[src/rtl/memwb_pkg.sv]
// Shared types and defaults for the MEM/WB pipeline register slice.
package memwb_pkg;

  localparam int unsigned DATA_W_DEF   = 32;
  localparam int unsigned RADDR_W_DEF  = 5;
  localparam int unsigned WAIT_MAX_DEF = 255;

  typedef enum logic [0:0] {
    ST_RUN  = 1'b0,
    ST_WAIT = 1'b1
  } state_e;

  typedef enum logic [1:0] {
    WB_PC4 = 2'd0,
    WB_MEM = 2'd1,
    WB_ALU = 2'd2
  } wb_sel_e;

  // Link address wins over load data, which wins over the ALU result.
  function automatic wb_sel_e wb_select(input logic pc_to_reg, input logic mem_to_reg);
    if (pc_to_reg) begin
      return WB_PC4;
    end else if (mem_to_reg) begin
      return WB_MEM;
    end
    return WB_ALU;
  endfunction

endpackage

[src/rtl/memwb_stage_wb_mux.sv]
// Writeback value selection from the held MEM/WB fields.
module wb_mux
  import memwb_pkg::*;
#(
  parameter int unsigned DATA_W = DATA_W_DEF
) (
  input  logic              pc_to_reg,
  input  logic              mem_to_reg,
  input  logic [DATA_W-1:0] pc,
  input  logic [DATA_W-1:0] mem_data,
  input  logic [DATA_W-1:0] alu_res,
  output logic [DATA_W-1:0] wb_data
);

  wb_sel_e sel;

  always_comb begin
    sel     = wb_select(pc_to_reg, mem_to_reg);
    wb_data = alu_res;
    case (sel)
      WB_PC4:  wb_data = pc + DATA_W'(4);
      WB_MEM:  wb_data = mem_data;
      default: wb_data = alu_res;
    endcase
  end

endmodule

[src/rtl/memwb_stage.sv]
// MEM/WB pipeline register with load-data wait, flush and sticky load timeout.
module memwb_stage
  import memwb_pkg::*;
#(
  parameter int unsigned DATA_W   = DATA_W_DEF,
  parameter int unsigned RADDR_W  = RADDR_W_DEF,
  parameter int unsigned WAIT_MAX = WAIT_MAX_DEF
) (
  input  logic               clock,
  input  logic               reset,
  input  logic               in_valid,
  output logic               in_ready,
  input  logic [DATA_W-1:0]  in_pc,
  input  logic [DATA_W-1:0]  in_ir,
  input  logic [DATA_W-1:0]  in_alu_res,
  input  logic [RADDR_W-1:0] in_write_addr,
  input  logic               in_mem_to_reg,
  input  logic               in_pc_to_reg,
  input  logic               in_reg_write,
  input  logic               in_mem_read,
  input  logic               in_hazard,
  input  logic               flush,
  input  logic               mem_rvalid,
  input  logic [DATA_W-1:0]  mem_rdata,
  output logic               out_valid,
  output logic [DATA_W-1:0]  out_pc,
  output logic [DATA_W-1:0]  out_ir,
  output logic [DATA_W-1:0]  out_alu_res,
  output logic [DATA_W-1:0]  out_mem_data,
  output logic [RADDR_W-1:0] out_write_addr,
  output logic               out_mem_to_reg,
  output logic               out_pc_to_reg,
  output logic               out_hazard,
  output logic               out_reg_write,
  output logic [DATA_W-1:0]  wb_data,
  output logic               stall_req,
  output logic               err_timeout
);

  localparam int unsigned CNT_W = $clog2(WAIT_MAX + 1);

  state_e           state_q, state_d;
  logic [CNT_W-1:0] cnt_q, cnt_d;
  logic             valid_d;
  logic             err_d;
  logic             reg_write_q;
  logic             cap_fields;
  logic             cap_mem;
  logic             accept;

  assign in_ready      = (state_q == ST_RUN);
  assign stall_req     = ~in_ready;
  assign accept        = in_valid & in_ready;
  assign out_reg_write = reg_write_q & out_valid;

  // Next state, valid, wait counter and capture enables; flush overrides everything.
  always_comb begin
    state_d    = state_q;
    cnt_d      = cnt_q;
    err_d      = err_timeout;
    valid_d    = 1'b0;
    cap_fields = 1'b0;
    cap_mem    = 1'b0;
    if (flush) begin
      state_d = ST_RUN;
    end else if (state_q == ST_RUN) begin
      if (accept) begin
        cap_fields = 1'b1;
        if (!in_mem_read) begin
          valid_d = 1'b1;
        end else if (mem_rvalid) begin
          valid_d = 1'b1;
          cap_mem = 1'b1;
        end else begin
          state_d = ST_WAIT;
          cnt_d   = '0;
        end
      end
    end else begin
      if (mem_rvalid) begin
        valid_d = 1'b1;
        cap_mem = 1'b1;
        state_d = ST_RUN;
      end else begin
        if (cnt_q != CNT_W'(WAIT_MAX)) begin
          cnt_d = cnt_q + CNT_W'(1);
        end
        if (cnt_d == CNT_W'(WAIT_MAX)) begin
          err_d = 1'b1;
        end
      end
    end
  end

  always_ff @(posedge clock) begin
    if (!reset) begin
      state_q        <= ST_RUN;
      cnt_q          <= '0;
      err_timeout    <= 1'b0;
      out_valid      <= 1'b0;
      out_pc         <= '0;
      out_ir         <= '0;
      out_alu_res    <= '0;
      out_mem_data   <= '0;
      out_write_addr <= '0;
      out_mem_to_reg <= 1'b0;
      out_pc_to_reg  <= 1'b0;
      out_hazard     <= 1'b0;
      reg_write_q    <= 1'b0;
    end else begin
      state_q     <= state_d;
      cnt_q       <= cnt_d;
      err_timeout <= err_d;
      out_valid   <= valid_d;
      if (cap_fields) begin
        out_pc         <= in_pc;
        out_ir         <= in_ir;
        out_alu_res    <= in_alu_res;
        out_write_addr <= in_write_addr;
        out_mem_to_reg <= in_mem_to_reg;
        out_pc_to_reg  <= in_pc_to_reg;
        out_hazard     <= in_hazard;
        reg_write_q    <= in_reg_write;
      end
      if (cap_mem) begin
        out_mem_data <= mem_rdata;
      end
    end
  end

  wb_mux #(
    .DATA_W(DATA_W)
  ) u_wb_mux (
    .pc_to_reg (out_pc_to_reg),
    .mem_to_reg(out_mem_to_reg),
    .pc        (out_pc),
    .mem_data  (out_mem_data),
    .alu_res   (out_alu_res),
    .wb_data   (wb_data)
  );

endmodule

[config.mk]
export PLATFORM = sky130hd
export DESIGN_NAME = memwb_stage
export DESIGN_NICKNAME = d
export VERILOG_FILES = /design/src/rtl/memwb_pkg.sv /design/src/rtl/memwb_stage_wb_mux.sv /design/src/rtl/memwb_stage.sv
export SDC_FILE = /design/constraint.sdc
export NUM_CORES = 1
export LEC_CHECK = 0
export CAP_MARGIN = 10
export CELL_PAD_IN_SITES_DETAIL_PLACEMENT = 0
export CELL_PAD_IN_SITES_GLOBAL_PLACEMENT = 2
export CORE_MARGIN = 3
export CORE_UTILIZATION = 23
export DETAILED_ROUTE_END_ITERATION = 16
export PLACE_DENSITY = 0.89
export SYNTH_ARGS = -nofsm -noshare
export SYNTH_HDL_FRONTEND = slang
export SYNTH_SLANG_ARGS = --single-unit
[constraint.sdc]
create_clock -name clock -period 4.6 [get_ports clock]
set_input_delay 0.92 -clock clock [delete_from_list [all_inputs] [get_ports clock]]
set_output_delay 0.92 -clock clock [all_outputs]
set_load 0.05 [all_outputs]
Yosys cells after proc, flatten, opt, wreduce, memory -nomap -nowiden

Cells that the tools add are included.

Register bits after elaboration: 148
Input port bits: 143

Muxes and demuxes: 30
$add $sub $neg: 2
Bitwise operators: 6
Reductions and logical operators: 6
Eq/ne operators: 5

Operators with widths:

| kind                                          | count |
|---|---|
| two-way mux 8 bit                             | 9 |
| case mux 32 bit (2 select lines)              | 1 |
| adder 32 x 3 -> 32 bit, second input constant | 1 |
| two-way mux 1 bit                             | 17 |
| adder 8 x 1 -> 8 bit, second input constant   | 1 |
| == test 8 bit, second input constant          | 1 |
| != test 8 bit, second input constant          | 1 |
| two-way mux 2 bit                             | 3 |
| AND reduction 5 bit                           | 1 |
| != test 2 bit, second input constant          | 2 |
| NOT 1 bit                                     | 4 |
| AND reduction 4 bit                           | 1 |
| nonzero test 2 bit                            | 2 |
| bitwise AND 1 bit                             | 2 |
| == test 2 x 1 -> 1 bit, second input constant | 1 |
| zero test 2 bit                               | 1 |
| OR reduction 2 bit                            | 1 |

Depth between registers and ports, before layout

Word-level depth: 7
Gate-level depth with buffers: 7

Hierarchy

A second synthesis with hierarchy kept.

Cell total of the unflattened synthesis: 893
Area, all modules: 6648.9 um^2

By module, submodules not included:

| module      | sequential area each (um^2) | times used | cells each | area each (um^2) |
|---|---|---|---|---|
| memwb_stage | 2962.8                      | 1          | 685        | 5353.9 |
| wb_mux      | 0.0                         | 1          | 208        | 1295.0 |

Worst setup path after synthesis

Ideal clock, no wire load.

Path type: reg2out
Start: register out_pc[2]
End: output port wb_data[28]
Setup slack: 0.634 ns
Arrival: 3.046 ns
Cell stages (with the launch flop): 7
Cells stage by stage: dfxtp_1 > ha_1 > nand3_1 > or4_1 > buf_2 > or4_1 > a31oi_1

Cells in the longest elaborated chain, start to end: 2

Ends and longest elaborated chain:

| item                             | line                     | text |
|---|---|---|
| start: declaration               | memwb_stage.sv:26        | `output logic [DATA_W-1:0] out_pc,` |
| start signal: assignment         | memwb_stage.sv:116       | `out_pc <= in_pc;` |
| adder 32 x 3 -> 32 bit           | memwb_stage_wb_mux.sv:21 | `WB_PC4: wb_data = pc + DATA_W'(4);` |
| case mux 32 bit (2 select lines) | memwb_stage_wb_mux.sv:20 | `case (sel)` |
| end: declaration                 | memwb_stage.sv:35        | `output logic [DATA_W-1:0] wb_data,` |

No other way between the ends.

Worst setup path in the final report

Start: register out_pc[2]
End: output port wb_data[26]

Same word-level chain as after synthesis.

==> impl_metrics.csv <==
group,metric,value,unit
setup_path,r2r-end,"out_alu_res[15]",
sta,slew_headroom,37.2,%
clock_tree,clk_pin_slew,70,ps
setup_path,path_max_fanout,14,
status,outcome,"complete, no violations",
global_route,grtUsageTotal,17.7,%
synthesis,synth.area.top_cells,"dfxtp_1 45%, nand2_1 17%, a21oi_1 12%",
run,maxCapViolations,0,
synthesis,syn-num-nets,1028,
clock_tree,cts_hold_buf,0,
place,post-dp-hpwl,20.0,mm
hold_path,holdCritStartpoint,"out_ir[18]",
sta,fin_skew,5.83,ps
sta,finalHoldViolCount,0,
setup_path,startpoint_type,"flip-flop",
hold_path,hold_end,"out_ir[18]",
clock_tree,post_cts_buffers,0,
final_layout,fin_cells,1558,
sta,period_share,94.4,%
floorplanning,start_util,23.5,%
synthesis,async_reset_ff_share,0,%
clock_tree,clock-sinks,148,
clock_tree,cts_htree_levels,4,
sta,rsz0062_at_grt,"false",
sta,fin_crit,4340,ps
global_route,grt_pass1_vias,7069,
sta,timing.fmax,230,MHz
route,viasPerCell,4.58,
setup_path,r2r-start,"stall_req",
floorplanning,die_w,175,microns
setup_path,r2r_cells,5,
sta,fin_ws,257,ps
setup_path,worstPathArrival,3420,ps
global_route,antenna_found_initial,2,
pwr,peakVddDrop,0.241,mV
final_layout,layout_common_cells,"308 x clkdlybuf4s50_1, 295 x nand2_1, 157 x a21oi_1, 146 x dfxtp_1, 27 x nor2b_1",
route,drc,0,
global_route,grt-ovfl-total,0,
route,drt_pass1_iterations,5,
floorplanning,dieArea,0.0306,sq mm
final_layout,nets,1312,
final_layout,drive_above_1_share,4.83,%
final_layout,layout_commonest_cell,"clkdlybuf4s50_1",
global_route,grt_pass1_wl,42.1,mm
synthesis,synth_enable_flop_cells,0,
synthesis,ys.flop_type,"dfxtp_1",
synthesis,yosysSeqAreaShare,45.1,%
route,first_iter_violations,452,
synthesis,synthCells,883,
global_route,grt_max_degree,83,
synthesis,synth_top_area_share,45.1,%
route,drt-total-wl,27.7,mm
clock_tree,cts_resized,0,
clock_tree,tritoncts,"built",
synthesis,synth_cell_types,43,
final_layout,fill_cells,2932,
floorplanning,rows,61,
final_layout,area_delta_synth_final,62.9,%
clock_tree,clockBufferDepth,2,
sta,setup_tns,0,ps
floorplanning,fp.dieH,175,microns
setup_path,crit_required,3680,ps
clock_tree,insertion_delay,420,ps
hold_path,worstHoldPathCells,2,
clock_tree,cts_inserted_buffers,17,
synthesis,ys_ff_latch,148,
synthesis,syn-cell-area,0.00657,sq mm
route,wire_per_inst,17.8,microns
synthesis,syn_avg_cell_area,7.44,sq um
setup_path,r2r_slack,2580,ps
pwr,power.density,333,mW/mm^2
route,vias,7133,
setup_path,endpoint_kind,"primary output",
sta,worst_pin_slew,942,ps
synthesis,yosysWarnings,0,
place,place_ws,537,ps
place,placed_cells,1526,
hold_path,worstHoldPathType,"flip-flop to flip-flop",
synthesis,yosysTopAreaCell,"dfxtp_1",
pwr,p_leak,3.66,nW
floorplanning,pin_count,316,
floorplanning,core_area,0.0279,sq mm
route,drtAntennaViolNets,0,
clock_tree,ctsRootBufferMaster,"clkbuf_16",
place,io_buffer_count,315,
setup_path,crit_type,"flip-flop to primary output",
place,gp_congestion,0.790,
sta,drv_slew,0,
sta,finalSetupViolations,0,
worst max-delay path, stage by stage (launching register included):
cell,delay (ps)
dfxtp_1,480
ha_1,250
nand3_1,180
or4_1,700
or3_1,400
a31oi_1,170
clkdlybuf4s50_1,820
metrics by stage:
step	util (%)	total power, mW	hold WS, ps	area (sq um)
finish	38.3	3.56	454	10700
global route	38.3	3.71	467	10700
CTS	38.2	3.63	455	10700
detailed placement	36.1	2.15	446	10100
global placement	36.1	2.15	440	10100
floorplan	-	1.80	432	6570
area by class of cell:
type	count	area [sq um]	share of cell area, %
Antenna cell	1	2.50	0.0234
Inverter	10	40.0	0.374
Clock buffer	20	437	4.08
Sequential cell	148	2970	27.7
Multi-Input combinational cell	661	3330	31.2
Clock inverter	11	153	1.43
Timing Repair Buffer	329	3300	30.8
Tap cell	378	473	4.42
report_power, final:
part	switching, mW	total [mW]	internal (mW)	leakage, nW
clock	0.590	1.45	0.857	0.278
sequential	0.0546	1.39	1.33	1.21
combinational	0.444	0.728	0.284	2.18
kinds of logic after synthesis:
| kind of cell | Yosys count | share of synthesized area (%) |
|---|---|---|
| mux | 6 | 0.914 |
| fa+ha+maj | 2 | 0.381 |
| xor+xnor | 15 | 2.00 |
| simple gates | 403 | 27.2 |
| flops | 148 | 45.1 |
| compound gates | 235 | 20.0 |
| buf+inv | 74 | 4.38 |
cells in the mapped netlist, drive strengths merged, types with 2 or more instances:
library cell / number
nor3b: 2
a211oi: 26
a21oi: 157
nor2: 11
or3: 5
clkbuf: 53
nor3: 7
nand3: 14
ha: 2
nand2: 296
nor2b: 27
o31ai: 13
and2: 3
o22ai: 2
and3: 3
a31oi: 15
nor4: 6
or3b: 2
nand4: 8
dfxtp: 148
mux2i: 6
o21ai: 17
xor2: 3
inv: 10
nand2b: 2
xnor2: 12
or4: 14
buf: 11
routing by layer:
metal | up-vias | part of all wire [%] | global-route usage, %
met5 | - | 0.047 | 0
met4 | 2 | 1.5 | 4.09
met3 | 19 | 8.0 | 6.13
met2 | 255 | 48 | 29.9
met1 | 3268 | 43 | 21.8
li1 | 3589 | - | -
worst max path at each step:
stage | startpoint | end | cells after the start
final | out_pc[2] | wb_data[26] | 6
after global routing | out_pc[2] | wb_data[26] | 6
after CTS | out_pc[2] | wb_data[20] | 6
after detailed placement | out_pc[2] | wb_data[20] | 6
after global placement | out_pc[2] | wb_data[20] | 6
after floorplan | out_pc[2] | wb_data[28] | 6
Power figures use the tool's default switching activity.
